--- src/rtl/share_decoder.sv ---
// ---------------------------------------------------------------------------
// share_decoder
//   Recombines a two-share masked word (share0 ^ share1) through a two-stage
//   valid/ready pipeline. Stage 1 registers each share on its own. Stage 2 is
//   the first point where the two shares meet, so the unmasked value never
//   exists combinationally ahead of a share register.
//
// Optional feature:
//   SHARE_DECODER_REFRESH_EN - adds port_r. Both shares are re-masked with the
//   same fresh randomness as they enter stage 1. The recombined value is
//   unchanged because (a^r)^(b^r) = a^b.
//
// Ports:
//   clk        rising-edge clock
//   reset      synchronous, active-high
//   port_a     [2W-1:0] masked input word, share0 = [W-1:0], share1 = [2W-1:W]
//   in_valid   port_a carries a word
//   in_ready   block accepts port_a this cycle
//   port_r     [W-1:0] refresh randomness (SHARE_DECODER_REFRESH_EN only)
//   port_c     [W-1:0] unmasked word
//   out_valid  port_c is valid
//   out_ready  downstream accepts port_c this cycle
//   port_cnt   [15:0] completed output handshakes, wraps
// ---------------------------------------------------------------------------
module share_decoder #(
   parameter int W = 8
) (
   input  logic           clk,
   input  logic           reset,
   input  logic [2*W-1:0] port_a,
   input  logic           in_valid,
   output logic           in_ready,
`ifdef SHARE_DECODER_REFRESH_EN
   input  logic [W-1:0]   port_r,
`endif
   output logic [W-1:0]   port_c,
   output logic           out_valid,
   input  logic           out_ready,
   output logic [15:0]    port_cnt
);

   logic [W-1:0] s0_q, s0_d;
   logic [W-1:0] s1_q, s1_d;
   logic         v1_q, v1_d;
   logic [W-1:0] c_q,  c_d;
   logic         v2_q, v2_d;
   logic [15:0]  cnt_q, cnt_d;
   logic         ld2;
   logic         in_ready_c;

   always_comb begin
      s0_d  = s0_q;
      s1_d  = s1_q;
      v1_d  = v1_q;
      c_d   = c_q;
      v2_d  = v2_q;
      cnt_d = cnt_q;

      // Stage 2 may load whenever it is empty or its word leaves this cycle.
      ld2        = !v2_q || out_ready;
      in_ready_c = !v1_q || ld2;

      // ---- stage 2: first place the two shares are combined ----
      if (ld2) begin
         v2_d = v1_q;
         if (v1_q) begin
            c_d = s0_q ^ s1_q;
         end
      end

      // ---- stage 1: each share kept in its own register ----
      if (in_ready_c) begin
         v1_d = in_valid;
         if (in_valid) begin
`ifdef SHARE_DECODER_REFRESH_EN
            s0_d = port_a[W-1:0]   ^ port_r;
            s1_d = port_a[2*W-1:W] ^ port_r;
`else
            s0_d = port_a[W-1:0];
            s1_d = port_a[2*W-1:W];
`endif
         end
      end

      if (v2_q && out_ready) begin
         cnt_d = cnt_q + 16'd1;
      end
   end

   always_ff @(posedge clk) begin
      if (reset) begin
         s0_q  <= '0;
         s1_q  <= '0;
         v1_q  <= 1'b0;
         c_q   <= '0;
         v2_q  <= 1'b0;
         cnt_q <= 16'd0;
      end else begin
         s0_q  <= s0_d;
         s1_q  <= s1_d;
         v1_q  <= v1_d;
         c_q   <= c_d;
         v2_q  <= v2_d;
         cnt_q <= cnt_d;
      end
   end

   assign in_ready  = in_ready_c;
   assign port_c    = c_q;
   assign out_valid = v2_q;
   assign port_cnt  = cnt_q;

endmodule

--- config.mk ---
export PLATFORM = sky130hd
export DESIGN_NAME = share_decoder
export DESIGN_NICKNAME = d
export VERILOG_FILES = /design/src/rtl/share_decoder.sv
export SDC_FILE = /design/constraint.sdc
export NUM_CORES = 1
export LEC_CHECK = 0
export BUFFER_PORTS_ARGS = -buffer_cell sky130_fd_sc_hd__buf_2
export CAP_MARGIN = 10
export CORE_ASPECT_RATIO = 1.5
export CORE_MARGIN = 4
export CORE_UTILIZATION = 55
export DETAILED_ROUTE_END_ITERATION = 7
export PLACE_DENSITY = 0.83
export SYNTH_ARGS = -nofsm -noshare
export SYNTH_HDL_FRONTEND = slang
export SYNTH_SLANG_ARGS = --single-unit
--- constraint.sdc ---
create_clock -name clk -period 4.55 [get_ports clk]
set_clock_uncertainty 0.2 [all_clocks]
set_input_delay 0.2275 -clock clk [delete_from_list [all_inputs] [get_ports clk]]
set_output_delay 0.2275 -clock clk [all_outputs]
set_load 0.03 [all_outputs]
* After elaboration in Yosys (flattened, before gate mapping)
Cells that the tools add are included.
Widths: inputs -> output; s select.
** Cells by class
- Shift-type cells :: 0
- Muxes and demuxes :: 0
- Multiply operators :: 0
- Reduce and logical (&&, ||, !) cells :: 7
- Magnitude comparators :: 0
- Equality and inequality tests :: 0
- Divide/modulo/power cells :: 0
- Bitwise logic cells :: 1
- Add/sub/neg operators :: 1
** Operator list (number)
- $add 16x1->16 const B :: 1
- $xor 8x8->8 :: 1
- $reduce_and 2->1 :: 2
- $logic_not 1->1 :: 2
- $logic_or 1x1->1 :: 2
- $logic_and 1x1->1 :: 1
** Word-level totals
- Memories :: 0
- Output and inout port bits :: 26
- Register bits :: 42
- ROM bits :: 0
- Input port bits :: 20
- RAM bits :: 0
- Latch bits :: 0

* Logic depth before layout (Yosys ltp)
Gate-level depths: netlist of run 1.
- Word-level depth :: 4
- Depth in mapped cells :: 6
- Mapped depth without buffers :: 5

* Worst setup path before layout of run 1
No wires, ideal clock.
- Path kind :: flip-flop to flip-flop
- Start point :: register cnt_q[7] (netlist: port_cnt[7])
- End point :: register cnt_q[11] (netlist: port_cnt[11])
- Arrival :: 1.622 ns
- Clock period less this slack :: 1.893 ns
- Cell stages (with the launch flop) :: 5
- Setup slack :: 2.657 ns
- Path buffers :: 0
- Cells stage by stage :: dfxtp_1 nand4_2 or2_0 or4b_1 a21oi_1
** On the way
- Cells in the longest elaborated chain, start to end :: 1
** Ends and longest elaborated chain
- start: declaration :: line 47 : logic [15:0] cnt_q, cnt_d;
- start signal: assignment :: line 104 : cnt_q <= cnt_d;
- $add 16x1->16 :: line 86 : cnt_d = cnt_q + 16'd1;
No other way between the ends.
A chain may end at the register's enable or synchronous reset.

* Final worst setup path of run 1
- Start point :: register v2_q (netlist: out_valid)
- End point :: register s1_q[4]
** On the way
- Cells in the longest elaborated chain, start to end :: 4
** Ends and longest elaborated chain
- start: declaration :: line 46 : logic v2_q, v2_d;
- start signal: assignment :: line 103 : v2_q <= v2_d;
- $logic_not 1->1 :: line 60 : ld2 = !v2_q || out_ready;
- $logic_or 1x1->1 :: line 60
- $logic_or 1x1->1 :: line 61 : in_ready_c = !v1_q || ld2;
- $reduce_and 2->1 (no line)
- end signal: assignment :: line 93 : s1_q <= '0;
- end signal: assignment :: line 100 : s1_q <= s1_d;
- end: declaration :: line 43 : logic [W-1:0] s1_q, s1_d;
No other way between the ends.

==> summary by stage, run 1 <==
Timing
The minimum setup slack in the final design is 2.40 ns. The number of slew-limit violations in the final report is 0. Measured against its own limit, the worst slew margin works out to 0.279. The routed design could run at a clock period as short as 2.15 ns.

Final hold analysis gives a worst-case slack of 0.00871 ns. The setup TNS after final layout is 0 ns. Setup repair after global routing left no endpoint under its margin. The final-report hold violation count was 0. The final setup violation count is 0.

The transition time at the pin with the least slew margin is 1.08 ns. The final cycle utilization of the critical path is 0.473. Timing would allow up to 464 MHz.

Synthesis
The Yosys step of the flow raised 0 warnings. Of the synthesized area, sequential elements account for 0.491. The number of distinct library cells after synthesis is 26.

The synthesized area is 0.00171 mm^2. The post-synthesis register bit count is 42. The post-synthesis area per instance is 8.52 um^2. The number of nets handed over by synthesis was 222. The cell count after synthesis is 201.

Global routing
The total overflow reported by the global router is 0. The number of global-route vias before repair is 1354. Entering global routing, the biggest net connects 46 pins.

The number of antenna violations at the first check in global routing was 0. The wire length of the first global-routing pass is 5980 um. In the global route stage, overall resource usage came out at 0.191.

Power and ir drop
Cell internal power was estimated by the tool at 517 uW. In this run the static leakage power is 0.000839 uW. The power dissipated by switching net loads is 166 uW. The clock network fraction of total power is 0.321. The combinational cell fraction of total power is 0.105. The power per standard cell area is 327 mW/mm^2. Of the total power, registers draw 0.573.

The worst-case IR drop observed on VDD is 0.336 mV. Of the total power, the share spent switching nets is 0.243.

Placed design
The final weighted congestion in routability-driven placement is 0.693. During placement, the flow inserted port buffers numbering 45. Detailed placement finished with a half-perimeter wire length of 2480 um. Timing analysis after detailed placement gives a worst setup slack of 2.44 ns.

Clock network
The maximum number of buffers from clock root to sink is 2. The total setup buffers inserted after CTS is 0. In this run the number of H-tree levels came out at 2.

The buffer type at the clock tree root is clkbuf_8. The clock drives 42 sinks. The clock latency on the worst-skew pair is 0.28 ns. The clock slew seen by the registers of the worst setup and hold paths is 0.07 ns.

The number of buffers added by the clock tree synthesis step is 5. After clock tree synthesis, the repair step resized 0 gates. The clock tree from TritonCTS is built.

Floorplanning
The placeable core region is 0.00294 mm^2. After floorplanning, the core was divided into 24 placement rows. For this configuration, the core starts out at a cell density of 0.582. The number of primary I/O pins is 46. The die covers 0.00409 mm^2.

The die width is 53.6 um. The floorplan step set the die height to 76.4 um.

Final layout
For this run, the post-layout net count is 270. The area growth from synthesis to layout is 22.1%. The number of inserted filler cells in the final layout is 255. In the final layout, the share of cells above drive strength 1 is 0.209.

Leaving out fill and tap cells, the most frequent cell in the layout is buf_2. Leaving out fill and tap cells, the most frequent cells in the layout are buf_2, dfxtp_1, nor2_1.

Route
In the routed layout, each cell is associated on average with a via count of 5.23. In the routed design, unresolved DRC markers number 0. The via count is 1512.

The first routing iteration left 42 violations. The pre-antenna-repair detailed-routing pass consisted of 4 iterations. The number of nets with antenna violations after routing is 0. In the final routed layout, each cell accounts on average for 12.3 um. The detailed-route wire length is 3560 um.

Run status
The flow ran to the end, and the final reports show no timing, DRC or antenna violations.

Worst hold path
The worst min-delay path category is input port to register.

Job
Max-cap violations in this run came to 0.

Setup path
The endpoint type of the worst setup path is a register. The classification of the worst setup path is register to register. STA classifies the critical path startpoint as a register. Data on the critical path is required at its endpoint by 4.55 ns.

Along the worst path, the maximum fanout reaches 19. The critical path data arrival time is 2.16 ns.
[cells by family after synthesis]
group           share of synthesized area
xor+xnor                           0.0920
buf+inv                            0.0343
fa+ha+maj                         0.00730
mux                                0.0197
flops                               0.491
simple gates                        0.254
compound gates                      0.102
[metal layers]
metal	global-route usage	wire, um	part of all wire
met1	0.227	1400	0.39
met2	0.313	1840	0.52
met3	0.0568	232	0.065
met4	0.0716	91	0.026
met5	0	0	0
[cell type report]
type,instances,area (um^2),area share
multi-input cells,144,813,0.389
clock buffers,7,76.3,0.0365
flip-flops and latches,42,841,0.402
repair buffers,52,295,0.141
inverters,4,15.0,0.00718
well taps,39,48.8,0.0233
diodes,1,2.50,0.00120
[worst paths after layout]
| path | from | slack [ns] | to | depth (start not counted) |
|---|---|---|---|---|
| worst min-delay path | port_a[9] | 0.009 | s1_q[1] | 3 |
| worst max register to register | out_valid | 2.40 | s1_q[4] | 4 |
| worst min register to register | s1_q[7] | 0.27 | s1_q[7] | 2 |
| worst max-delay path | out_valid | 2.40 | s1_q[4] | 4 |
[critical path, cell delays in order (launching register included)]
cell and delay (ns):
dfxtp_1 0.43, nand3b_1 0.52, nand2_1 0.61, nand2_1 0.11
a21oi_1 0.20
[metrics by stage]
step           area (um^2)  total power (uW)  utilization  instances
6_report              2090               683        0.711        289
2_1_floorplan         1710               446            -        201
5_1_grt               2090               718        0.710        288
4_1_cts               2080               691        0.707        287
3_3_place_gp          1940               466        0.660        274
3_5_place_dp          1940               468        0.660        274
[cells in the mapped netlist]
cell | count | area share
nor4_1 | 4 | 0.015
nor2_2 | 1 | 0.0037
o21ai_0 | 1 | 0.0029
ha_1 | 1 | 0.0073
or3_1 | 1 | 0.0037
clkbuf_1 | 8 | 0.018
o41ai_1 | 1 | 0.0051
mux2_1 | 3 | 0.020
nor2b_1 | 6 | 0.022
a21oi_1 | 20 | 0.058
dfxtp_1 | 42 | 0.49
nand4_1 | 2 | 0.0073
xor2_1 | 2 | 0.010
nand4_2 | 1 | 0.0073
inv_1 | 4 | 0.0088
nor3_1 | 4 | 0.012
buf_2 | 2 | 0.0058
nor2_1 | 24 | 0.053
or4b_1 | 1 | 0.0058
nand3b_1 | 1 | 0.0044
a211oi_1 | 8 | 0.035
nand3_1 | 23 | 0.067
or2_0 | 1 | 0.0037
nand2_1 | 23 | 0.050
xnor2_1 | 16 | 0.082
buf_1 | 1 | 0.0022
[power by group through the flow]
stage / Clock, uW / Combinational [uW] / Sequential, uW
2_1_floorplan: 0 / 35.8 / 411
3_3_place_gp: 0 / 66.1 / 399
3_5_place_dp: 0 / 67.6 / 400
4_1_cts: 228 / 71.8 / 392
5_1_grt: 245 / 79.6 / 393
6_report: 219 / 72.0 / 392
[registers in the layout (all words and copies together) (netlist names)]
| register | cells |
|---|---|
| s1_q | 8 |
| port_cnt | 16 |
| out_valid | 1 |
| s0_q | 8 |
| v1_q | 1 |
| port_c | 8 |
[timing repair]
action | CTS | global route
endpoints found under the setup margin | 0 | 0
hold buffers | 6 | 1
endpoints found under the hold margin | 6 | 1
Power figures use the tool's default switching activity.
==> inputs of run 2 (changes only) <==
Settings changed: CORE_UTILIZATION 55 to 46, PLACE_DENSITY 0.83 to 0.74.
Clock period 4.55 ns to 1.8 ns, I/O delays scaled along.
==> run 2 against run 1 <==
Against the previous run: global-route usage down 2.0 points; critical endpoint is now in_ready; sequential share of layout area down 3.6 points; cell area grew 11%; critical path type is now input port to output pin; core utilization shrank 4.8 points.
==> summary by stage, run 2 (synthesis results as in run 1) <==
Power and ir drop
The share of power burned in registers was 0.551 (was 0.573). The total power of the final layout is 1800 uW (was 683 uW). The reported leakage power is 0.000945 uW (was 0.000839 uW). The power per standard cell area is 772 mW/mm^2 (was 327 mW/mm^2).

The maximum vdd drop came to 0.607 mV (was 0.336 mV). The clock network fraction of total power is 0.334 (was 0.321). The power dissipated by switching net loads was 424 uW (was 166 uW).

The internal power component was 1370 uW (was 517 uW). The switching share of total power is 0.236 (was 0.243). The combinational cell fraction of total power is 0.115 (was 0.105).

Setup path
The worst path buffer plus inverter count is 4 (was 0). The critical path data arrival time is 1.42 ns (was 2.16 ns). The kind of launch point of the worst setup path is an input port (was register). List of cells traversed by the critical path: dlygate4sd3_1 -> buf_2 -> nand3b_1 -> buf_6 -> buf_2 (was nand3b_1 -> nand2_1 -> nand2_1 -> a21oi_1). The cell with the largest stage delay on the worst path was dlygate4sd3_1 (was nand2_1).

The classification of the worst setup path is input port to output pin (was register to register). The data required time of the worst path came to 1.51 ns (was 4.55 ns). The highest cell delay on the worst timing path came to 0.53 ns (was 0.61 ns). The dominant cell type by count on the critical path was buf_2 (was nand2_1). The kind of cell with the highest combined delay on the critical path is buffers and inverters (was simple AND/OR/NAND/NOR gates). The largest fanout on the critical path is 18 (was 19). The endpoint type of the worst setup path is an output pin (was register).

Clock network
The maximum number of buffers from clock root to sink is 2 (unchanged). The clock slew seen by the registers of the worst setup and hold paths is 0.07 ns (about the same). The clock tree from TritonCTS was built (unchanged). The buffer type at the clock tree root is clkbuf_8 (unchanged). The level count of the clock H-tree is 2 (unchanged). The clock sink count is 42 (unchanged). The clock latency on the worst-skew pair was 0.28 ns (about the same). The number of buffers added by the clock tree synthesis step came to 5 (unchanged).

Timing
The setup TNS after final layout is 0 ns (unchanged). The highest achievable clock rate is 586 MHz. The minimum setup slack in the final design is 0.0930 ns (was 2.40 ns). In the finished design, the share of the clock period the worst path needs comes to 0.948. The max-slew headroom at the worst pin is 0.774 (was 0.279). The time the final worst path needs with I/O delays and setup is 1.71 ns. RSZ-0062 raised after global routing: false (unchanged). The final setup violation count is 0 (unchanged). The transition time at the pin with the least slew margin is 0.336 ns (was 1.08 ns).

The final-report hold violation count is 0 (unchanged). The number of slew-limit violations in the final report was 0 (unchanged).

Final layout
The number of diodes added for antenna fixing is 0 (was 1). The final net count came to 289 (was 270). The non-filler instance count after layout is 311 (was 289). The core utilization of the finished layout is 0.662 (was 0.711).

The most common library cell in the layout ignoring fill and taps is buf_2 (unchanged). The area growth from synthesis to layout is 35.9% (was 22.1%). Most frequent cells in the layout: buf_2, dfxtp_1, nor2_1 (unchanged). The fraction of final layout cells with drive strength greater than 1 was 0.279 (was 0.209). The number of flip-flops under the largest register name came to 16 (unchanged).

Job
The max-cap violation count came to 0 (unchanged).

Floorplanning
The number of primary I/O pins came to 46 (unchanged). The number of standard-cell rows in the floorplan came to 26 (was 24). The placeable core region is 0.00351 mm^2 (was 0.00294 mm^2). The die extent in y is 82.7 um (was 76.4 um). The effective utilization at floorplan is 0.488 (was 0.582). The overall die area is 0.00478 mm^2 (was 0.00409 mm^2). The die width was 57.8 um (was 53.6 um).

Run status
Outcome: finished clean (unchanged).

Global routing
The wire length of the first global-routing pass came to 6380 um (was 5980 um). The number of global-route vias before repair was 1501 (was 1354). The combined global-route utilization of all metal layers is 0.172 (was 0.191). The total overflow reported by the global router is 0 (unchanged). The maximum number of pins on one net before global-route repair is 20 (was 46). The number of antenna violations at the first check in global routing is 0 (unchanged).

Placed design
The worst setup slack after placement is 0.100 ns (was 2.44 ns). The number of instances in the placed design is 284 (was 274). The number of buffers inserted by port buffering is 45 (unchanged).

The post-detailed-placement half-perimeter wirelength was 2540 um (was 2480 um). The final weighted congestion in routability-driven placement was 0.830 (was 0.693).

Route
The detailed-route wire length is 3790 um (was 3560 um). The number of nets with antenna violations after routing was 0 (unchanged). The routed via count divided by cell count was 5.07 (was 5.23). The first-pass detailed-route iteration total is 4 (unchanged). The average wire per standard cell came to 12.2 um (was 12.3 um).

The violation count after the first detailed-routing iteration is 70 (was 42). The via count came to 1578 (was 1512). The count of unresolved DRC violations after routing came to 0 (unchanged).

Worst hold path
The worst min-delay path category is input port to register (unchanged).
==> run 2: cell count changes in the layout (fill, tap and decap cells not counted), sizes merged <==
cell         before  now
dlygate4sd3       7   18
buf              45   53
clkinv            0    1
diode             1    0
==> run 2: final cells by class <==
type                       instances  area, um^2
multi-input combinational        144         847
clock buffer                       7        86.3
timing repair buffer              71         469
clock inverter                     1        5.00
sequential                        42         852
inverter                           4        15.0
tap                               42        52.6
fill                             327        1190
==> run 2: per-layer routing <==
metal	wire length, um	GRT usage	vias up
met4	70	0.0742	0
met3	183	0.0451	8
met2	2050	0.325	42
met5	0	0	-
met1	1480	0.174	712
li1	-	-	816
==> run 2: path summary, 6_finish.rpt <==
check | start | to | slack [ns] | cells after the start
setup / recovery | out_ready | in_ready | 0.09 | 5
hold / removal | in_valid | v1_q | 0.06 | 4
setup reg to reg | port_cnt[7] | port_cnt[11] | 0.12 | 4
hold reg to reg | s1_q[5] | s1_q[5] | 0.27 | 2
==> run 2: stage by stage <==
step | area (um^2) | hold WS, ns
2_1_floorplan | 1720 | 0.0375
3_3_place_gp | 2010 | 0.155
3_5_place_dp | 2010 | 0.161
4_1_cts | 2280 | 0.0452
5_1_grt | 2330 | 0.0733
6_report | 2330 | 0.0612
==> run 2: repair_timing <==
action	4_1_cts	5_1_grt
setup endpoints to repair	0	4
gates resized for setup	0	7
hold endpoints to repair	22	0
setup buffers	0	1
hold buffers	18	0
==> run 2: power groups by stage <==
stage	Combinational, uW	Clock, uW	Sequential [uW]
floorplan	90.6	0	1040
global placement	175	0	1010
detailed placement	177	0	1010
CTS	206	629	990
global route	230	665	995
finish	206	600	990
==> run 2: worst register-to-register path: stages (launching register included) <==
cell and delay [ns]:
dfxtp_2 0.39, nand4_4 0.14, or2_0 0.24, or4b_1 0.50
a21oi_1 0.14
